File: config.mk
export PLATFORM = sky130hd
export DESIGN_NAME = exc_vector_seq
export DESIGN_NICKNAME = d
export VERILOG_FILES = /design/src/rtl/exc_vector_seq.sv
export SDC_FILE = /design/constraint.sdc
export NUM_CORES = 1
export LEC_CHECK = 0
export ABC_AREA = 1
export BUFFER_PORTS_ARGS = -buffer_cell sky130_fd_sc_hd__buf_2
export CAP_MARGIN = 15
export CORE_MARGIN = 5
export CORE_UTILIZATION = 42
export DETAILED_ROUTE_END_ITERATION = 16
export PLACE_DENSITY = 0.77
export SYNTH_ARGS = -nofsm -noshare
export SYNTH_HDL_FRONTEND = slang
export SYNTH_SLANG_ARGS = --single-unit
File: constraint.sdc
create_clock -name clk -period 1.5 [get_ports clk]
set_clock_uncertainty 0.1 [all_clocks]
set_input_delay 0.3 -clock clk [delete_from_list [all_inputs] [get_ports clk]]
set_output_delay 0.3 -clock clk [all_outputs]
set_load 0.05 [all_outputs]
File: src/rtl/exc_vector_seq.sv
// exc_vector_seq: exception sequencer for the multicycle CPU datapath.
// On an exception request it points the memory address mux at the vector
// byte (253/254/255), waits MEM_WAIT edges for the read, then commits
// PC = handler byte and EPC = faulting PC - 4 with one-cycle strobes.
// Optional build macro EXC_CAUSE_REG_EN adds a sticky cause register
// (cause_out) with an idle-time clear input (cause_clr).
module exc_vector_seq #(
  parameter int         MEM_WAIT = 2,
  parameter logic [2:0] SEL_IDLE = 3'b000
) (
  input  logic        clk,
  input  logic        reset,
  input  logic        exc_opcode,
  input  logic        exc_overflow,
  input  logic        exc_div0,
  input  logic [31:0] pc_in,
  input  logic [31:0] mem_data_in,
  output logic [2:0]  src_addr_sel,
  output logic        mem_wr,
  output logic        busy,
  output logic [31:0] pc_out,
  output logic        pc_wr,
  output logic [31:0] epc_out,
  output logic        epc_wr,
  output logic        done
`ifdef EXC_CAUSE_REG_EN
  ,
  input  logic        cause_clr,
  output logic [1:0]  cause_out
`endif
);

  typedef enum logic [1:0] {
    ST_IDLE   = 2'd0,
    ST_WAIT   = 2'd1,
    ST_COMMIT = 2'd2
  } state_t;

  // Wait counter is loaded with MEM_WAIT-1 so the byte is captured on edge MEM_WAIT.
  localparam logic [2:0] WAIT_INIT = 3'(MEM_WAIT - 1);

  state_t      state_reg, state_next;
  logic [2:0]  cnt_reg, cnt_next;
  logic [2:0]  sel_reg, sel_next;
  logic [31:0] pc_reg, pc_next;
  logic [31:0] epc_reg, epc_next;

  logic        trig;
  logic [2:0]  vec_code;

  // Only the low byte of memory data is the handler address.
  logic        unused_hi;
  assign unused_hi = ^mem_data_in[31:8];

  // Request decode with fixed priority: opcode > overflow > div0.
  always_comb begin
    trig     = exc_opcode | exc_overflow | exc_div0;
    vec_code = 3'b011;
    if (exc_opcode) begin
      vec_code = 3'b001;
    end else if (exc_overflow) begin
      vec_code = 3'b010;
    end
  end

  // Next-state logic: trigger in IDLE, count down the read latency, commit.
  always_comb begin
    state_next = state_reg;
    cnt_next   = cnt_reg;
    sel_next   = sel_reg;
    pc_next    = pc_reg;
    epc_next   = epc_reg;
    case (state_reg)
      ST_IDLE: begin
        if (trig) begin
          state_next = ST_WAIT;
          sel_next   = vec_code;
          epc_next   = pc_in - 32'd4;
          cnt_next   = WAIT_INIT;
        end
      end
      ST_WAIT: begin
        if (cnt_reg != 3'd0) begin
          cnt_next = cnt_reg - 3'd1;
        end else begin
          pc_next    = {24'b0, mem_data_in[7:0]};
          state_next = ST_COMMIT;
        end
      end
      ST_COMMIT: begin
        state_next = ST_IDLE;
        sel_next   = SEL_IDLE;
      end
      default: begin
        state_next = ST_IDLE;
        sel_next   = SEL_IDLE;
      end
    endcase
  end

  // State and datapath registers; reset aborts any sequence in flight.
  always_ff @(posedge clk) begin
    if (reset) begin
      state_reg <= ST_IDLE;
      cnt_reg   <= 3'd0;
      sel_reg   <= SEL_IDLE;
      pc_reg    <= 32'd0;
      epc_reg   <= 32'd0;
    end else begin
      state_reg <= state_next;
      cnt_reg   <= cnt_next;
      sel_reg   <= sel_next;
      pc_reg    <= pc_next;
      epc_reg   <= epc_next;
    end
  end

  assign src_addr_sel = sel_reg;
  assign busy         = (state_reg != ST_IDLE);
  assign pc_wr        = (state_reg == ST_COMMIT);
  assign epc_wr       = (state_reg == ST_COMMIT);
  assign done         = (state_reg == ST_COMMIT);
  assign mem_wr       = 1'b0;
  assign pc_out       = pc_reg;
  assign epc_out      = epc_reg;

`ifdef EXC_CAUSE_REG_EN
  logic [1:0] cause_reg;

  // Sticky cause: loaded on trigger, cleared only by reset or an idle clear.
  always_ff @(posedge clk) begin
    if (reset) begin
      cause_reg <= 2'd0;
    end else if (state_reg == ST_IDLE && trig) begin
      cause_reg <= vec_code[1:0];
    end else if (state_reg == ST_IDLE && cause_clr) begin
      cause_reg <= 2'd0;
    end
  end

  assign cause_out = cause_reg;
`endif

endmodule

==> impl_metrics.env, run 1 <==
export IMPL_rsz0062_at_grt="true"
export IMPL_cp_start_kind="flop"
export IMPL_critPathRequiredTime_ns=1.61
export IMPL_p_seq_share_pct=34.4
export IMPL_holdWs_ns=0.0717
export IMPL_start_util_pct=42.8
export IMPL_htree_num_levels=2
export IMPL_ys_seq_area_share_pct=32.5
export IMPL_grt_total_usage_pct=17.8
export IMPL_syn_area_per_cell_um2=6.29
export IMPL_chipHeight_um=93.0
export IMPL_post_synth_inst_count=460
export IMPL_gr_usage_met3_pct=3.62
export IMPL_die_area_um2=8650
export IMPL_largest_reg_flops=32
export IMPL_crit_chain="inv_2 -> ha_4 -> inv_2 -> o21ai_2 -> inv_2 -> nor3_4 -> inv_2 -> nor2_1 -> nor2_1"
export IMPL_finalWirelength_um=8090
export IMPL_grt_max_degree=26
export IMPL_clk_pin_slew_worst_paths_ns=0.10
export IMPL_nets=652
export IMPL_crit_arrival_ns=1.68
export IMPL_power_switching_w=0.00202
export IMPL_grt_first_pass_wirelength_um=12700
export IMPL_crit_path_max_fanout=9
export IMPL_final_cell_mix="108 x nor2_1, 86 x buf_2, 82 x nand2_1"
export IMPL_drt_initial_drc_count=166
export IMPL_finalCriticalPeriod_ns=1.57
export IMPL_setup_viol=10
export IMPL_synth_cell_types=31
export IMPL_final_common_cell="nor2_1"
export IMPL_use_met2_pct=30.4
export IMPL_area_growth_pct=29.1
export IMPL_ff_latch_area_um2=947
export IMPL_cap_violations=0
export IMPL_cts_buffer_depth=2
export IMPL_clock_latency_ns=0.31
export IMPL_n_antenna_cell=0
export IMPL_die_w_um=93.0
export IMPL_use_met1_pct=22.4
export IMPL_detail_route_drc_violations=0
export IMPL_top_usage_layer="met2"
export IMPL_tns_ns=-0.409
export IMPL_cts_tree="done"
export IMPL_cts_buffers=5
export IMPL_clkPwrFrac_pct=21.7
export IMPL_dpl_hpwl_um=6270
export IMPL_end_kind="flop"
export IMPL_multi_input_area_um2=1550
export IMPL_fin_crit_sh_pct=105
export IMPL_via_per_inst=4.73
export IMPL_layout_drive_gt1_share_pct=27.5
export IMPL_final_hold_violation_count=0
export IMPL_crit_type="flop to flop"
export IMPL_hold_path_class="primary input to flop"
export IMPL_antenna_found_initial=0
export IMPL_ant_nets=0
export IMPL_p_per_area_nw_per_um2=1210
export IMPL_core_um2=6760
export IMPL_io_buffers=90
export IMPL_crit_top_cell="inv_2"
export IMPL_crit_start="cnt_reg[0]"
export IMPL_num_rows=30
export IMPL_max_stage_delay_ns=0.34
export IMPL_cts_root_buf="clkbuf_8"
export IMPL_p_sw_share_pct=44.8
export IMPL_maxSlewViolCount=0
export IMPL_hold_start="pc_in[2]"
export IMPL_p_leak_nw=2.06
export IMPL_fmax_mhz=636
export IMPL_vdd_drop_max_uv=715
export IMPL_cts_sinks=47
export IMPL_syn_area_um2=2890
export IMPL_gp_congestion=0.883
export IMPL_comb_power_share_pct=43.9
export IMPL_grt_pass1_vias=2837
export IMPL_p_int_w=0.00249
export IMPL_gr_total_overflow=0
export IMPL_violations="negative setup slack"
export IMPL_first_pass_iters=4
export IMPL_yosys_warnings=0
export IMPL_reg2reg_from="cnt_reg[0]"
export IMPL_nFillCells=686
export IMPL_finalPower_w=0.00451
export IMPL_worst_path_max_delay_cell="dfxtp_2"
export IMPL_setup_ws_ns=-0.0717
export IMPL_status="finished with violations"
export IMPL_ioPinCount=141
export IMPL_via_count=3124
export IMPL_ys_ff_latch=47
export IMPL_post_drt_wl_per_cell_um=12.2
==> layer usage <==
metal  wire, um  share of wire [%]  vias up
met4        199                2.5        0
met5          0                  0        -
met2       3830                 47      119
li1           -                  -     1610
met3        670                8.3       15
met1       3400                 42     1380
==> metrics by stage <==
stage	worst slack (ns)	instance area, um2	instances	utilization [%]
2_1_floorplan	0.0223	2990	485	-
3_3_place_gp	-0.162	3510	649	52.0
3_5_place_dp	-0.213	3510	649	52.0
4_1_cts	-0.0277	3640	657	53.8
5_1_grt	-0.172	3730	661	55.3
6_report	-0.0717	3730	661	55.3
==> power by group through the flow <==
stage	Clock (W)	Sequential (W)	Combinational [W]
after floorplan	0	0.00219	0.000852
after global placement	0	0.00156	0.00185
after detailed placement	0	0.00157	0.00188
after CTS	0.00100	0.00154	0.00190
after global routing	0.00104	0.00158	0.00212
final	0.000980	0.00155	0.00198
==> cells by family (layout without fill, tap and decap cells) <==
family	count (synthesis)	after routing	share of synthesized area, %
simple gates	232	232	33.5
xor+xnor	6	6	1.82
fa+ha+maj	3	3	1.30
flops	47	47	32.5
compound gates	67	67	12.2
other cells	1	26	0.130
buf+inv	104	200	18.6
==> final timing paths <==
kind,slack (ns),cells past startpoint,endpoint
setup reg to reg,-0.07,9,pc_out[0]
hold / removal,0.07,2,epc_out[2]
hold reg to reg,0.37,2,src_addr_sel[0]
setup / recovery,-0.07,9,pc_out[0]
==> worst max-delay path, delay by kind of cell (launching register included) <==
kind,cells,cell delay [ns]
DFF,1,0.34
AOI/OAI and AO/OA,1,0.15
adders and majority gates,1,0.14
and+or+nand+nor,3,0.44
buffers and inverters,4,0.30
==> cell type report <==
cell class	count	share of cell area (%)
clock inverters	3	1.24
multi-input cells	334	41.4
clock buffers	5	1.84
inverters	65	6.60
well taps	80	2.68
repair buffers	127	20.9
flip-flops and latches	47	25.4
==> Yosys cell counts <==
cell type	instances	area [um2]
o211ai_1	2	15.0
nand3_1	25	125
buf_6	5	56.3
buf_4	29	218
xor2_1	5	43.8
nand3_2	1	10.0
nor3_4	1	16.3
nor2_1	110	413
dfxtp_1	47	941
nand2_2	2	12.5
nand2_1	82	308
conb_1	1	3.75
o21ai_0	34	170
clkbuf_1	4	15.0
nor3_1	1	5.00
o21bai_1	1	7.51
or2_1	1	6.26
inv_2	3	11.3
xnor2_1	1	8.76
o21ai_2	1	8.76
nand3b_1	1	7.51
o21ai_1	4	20.0
buf_2	1	5.00
o31ai_1	1	7.51
nand4_1	3	18.8
nor2_4	3	33.8
a31oi_1	2	12.5
a21oi_1	22	110
ha_1	3	37.5
nor2_2	2	12.5
inv_1	62	233
==> timing repair <==
item | 4_1_cts | 5_1_grt
endpoints found under the setup margin | 11 | 40
resized for setup | 5 | 27
setup buffers | 0 | 4
hold endpoints to repair | 0 | 0
hold buffers | 0 | 0
pin swaps | 0 | 7
Power figures use the tool's default switching activity.
==> run 2: changes to the inputs <==
Settings changed: TNS_END_PERCENT from default to 50.
==> impl_metrics.env, run 2 (synthesized netlist as in run 1, its figures left out) <==
export IMPL_final_common_cell="nor2_1"
export IMPL_antenna_found_initial=0
export IMPL_detail_route_drc_violations=0
export IMPL_end_kind="output port"
export IMPL_cts_buffers=5
export IMPL_drt_initial_drc_count=154
export IMPL_maxSlewViolCount=0
export IMPL_crit_type="flop to output port"
export IMPL_cp_top_family="flip-flops"
export IMPL_dpl_hpwl_um=6270
export IMPL_grt_max_degree=26
export IMPL_vdd_drop_max_uv=793
export IMPL_cts_root_buf="clkbuf_8"
export IMPL_fin_crit_sh_pct=101
export IMPL_critPathRequiredTime_ns=1.10
export IMPL_clk_pin_slew_worst_paths_ns=0.10
export IMPL_worst_path_buf_inv=2
export IMPL_n_antenna_cell=0
export IMPL_gr_total_overflow=0
export IMPL_grt_pass1_vias=2865
export IMPL_largest_reg_flops=32
export IMPL_crit_path_max_fanout=3
export IMPL_via_count=3052
export IMPL_crit_top_cell="buf_6"
export IMPL_cap_violations=0
export IMPL_gp_congestion=0.886
export IMPL_ant_nets=0
export IMPL_via_per_inst=4.62
export IMPL_fmax_mhz=663
export IMPL_htree_num_levels=2
export IMPL_holdWs_ns=0.0677
export IMPL_num_rows=30
export IMPL_cts_sinks=47
export IMPL_max_stage_delay_ns=0.37
export IMPL_crit_arrival_ns=1.11
export IMPL_grt_total_usage_pct=18.0
export IMPL_grt_first_pass_wirelength_um=12800
export IMPL_ioPinCount=141
export IMPL_cts_buffer_depth=2
export IMPL_place_area_um2=3520
export IMPL_first_pass_iters=4
export IMPL_finalCriticalPeriod_ns=1.51
export IMPL_area_growth_pct=28.6
export IMPL_layout_drive_gt1_share_pct=26.9
export IMPL_worst_path_max_delay_cell="dfxtp_4"
export IMPL_core_um2=6760
export IMPL_crit_chain="buf_6 -> nor2_4 -> buf_6"
export IMPL_chipHeight_um=93.0
export IMPL_finalWirelength_um=7880
export IMPL_io_buffers=90
export IMPL_violations="negative setup slack"
export IMPL_die_area_um2=8650
export IMPL_setup_viol=3
export IMPL_start_util_pct=42.8
export IMPL_status="finished with violations"
export IMPL_holdBufCountCts=0
export IMPL_hold_path_class="primary input to flop"
export IMPL_p_per_area_nw_per_um2=1200
export IMPL_design_area_um2=3720
export IMPL_setup_ws_ns=-0.00864
export IMPL_clock_latency_ns=0.31
export IMPL_rsz0062_at_grt="true"
export IMPL_cp_start_kind="flop"
export IMPL_final_cell_mix="106 x nor2_1, 86 x buf_2, 82 x nand2_1"
export IMPL_cts_tree="done"
export IMPL_nFillCells=668
export IMPL_post_drt_wl_per_cell_um=11.9
export IMPL_nets=651
export IMPL_p_leak_nw=2.06
export IMPL_final_hold_violation_count=0
export IMPL_die_w_um=93.0
[run 2: metal layers]
metal	part of all wire, %	GRT usage, %	vias to the layer above
met5	0	0	-
met4	1.8	5.25	0
met3	7.7	3.94	13
met2	48	30.3	98
met1	43	23.0	1335
li1	-	-	1606
[run 2: area by class of cell]
type	instances	area, um2	area share (%)
sequential	47	948	25.5
clock buffer	5	68.8	1.85
multi-input combinational	334	1540	41.4
inverter	65	246	6.62
tap	80	100	2.69
clock inverter	3	47.5	1.28
timing repair buffer	126	769	20.7
[run 2: timing repair]
action / in CTS / in global routing
resized for setup: 6 / 19
endpoints found under the hold margin: 0 / 0
pin swaps: 0 / 2
setup buffers: 1 / 1
endpoints found under the setup margin: 10 / 35
[run 2: where the power goes]
| group | total, W | switching (W) | leakage [nW] | internal (W) |
|---|---|---|---|---|
| Clock | 0.000990 | 0.000484 | 0.0587 | 0.000506 |
| Sequential | 0.00155 | 0.0000975 | 0.391 | 0.00145 |
| Combinational | 0.00193 | 0.00142 | 1.61 | 0.000515 |
| Total | 0.00447 | 0.00200 | 2.06 | 0.00247 |
[run 2: stage by stage]
| stage | worst slack [ns] | power (W) | std cells | TNS, ns | util [%] |
|---|---|---|---|---|---|
| 3_5_place_dp | -0.214 | 0.00344 | 650 | -2.55 | 52.1 |
| 4_1_cts | -0.0348 | 0.00445 | 659 | -0.0783 | 54.1 |
| 5_1_grt | -0.127 | 0.00471 | 660 | -1.11 | 55.1 |
| 6_report | -0.00864 | 0.00447 | 660 | -0.0215 | 55.1 |
| 2_1_floorplan | -0.00159 | 0.00304 | 485 | -0.00159 | - |
| 3_3_place_gp | -0.182 | 0.00341 | 650 | -2.01 | 52.1 |
[run 2: worst paths after layout]
check | cells past startpoint | to | slack [ns] | start
worst max-delay path | 3 | pc_wr | -0.009 | state_reg[0]
worst min-delay path | 2 | epc_out[2] | 0.07 | pc_in[2]
worst max register to register | 9 | pc_out[2] | -0.009 | cnt_reg[1]
worst min register to register | 2 | src_addr_sel[0] | 0.36 | src_addr_sel[0]
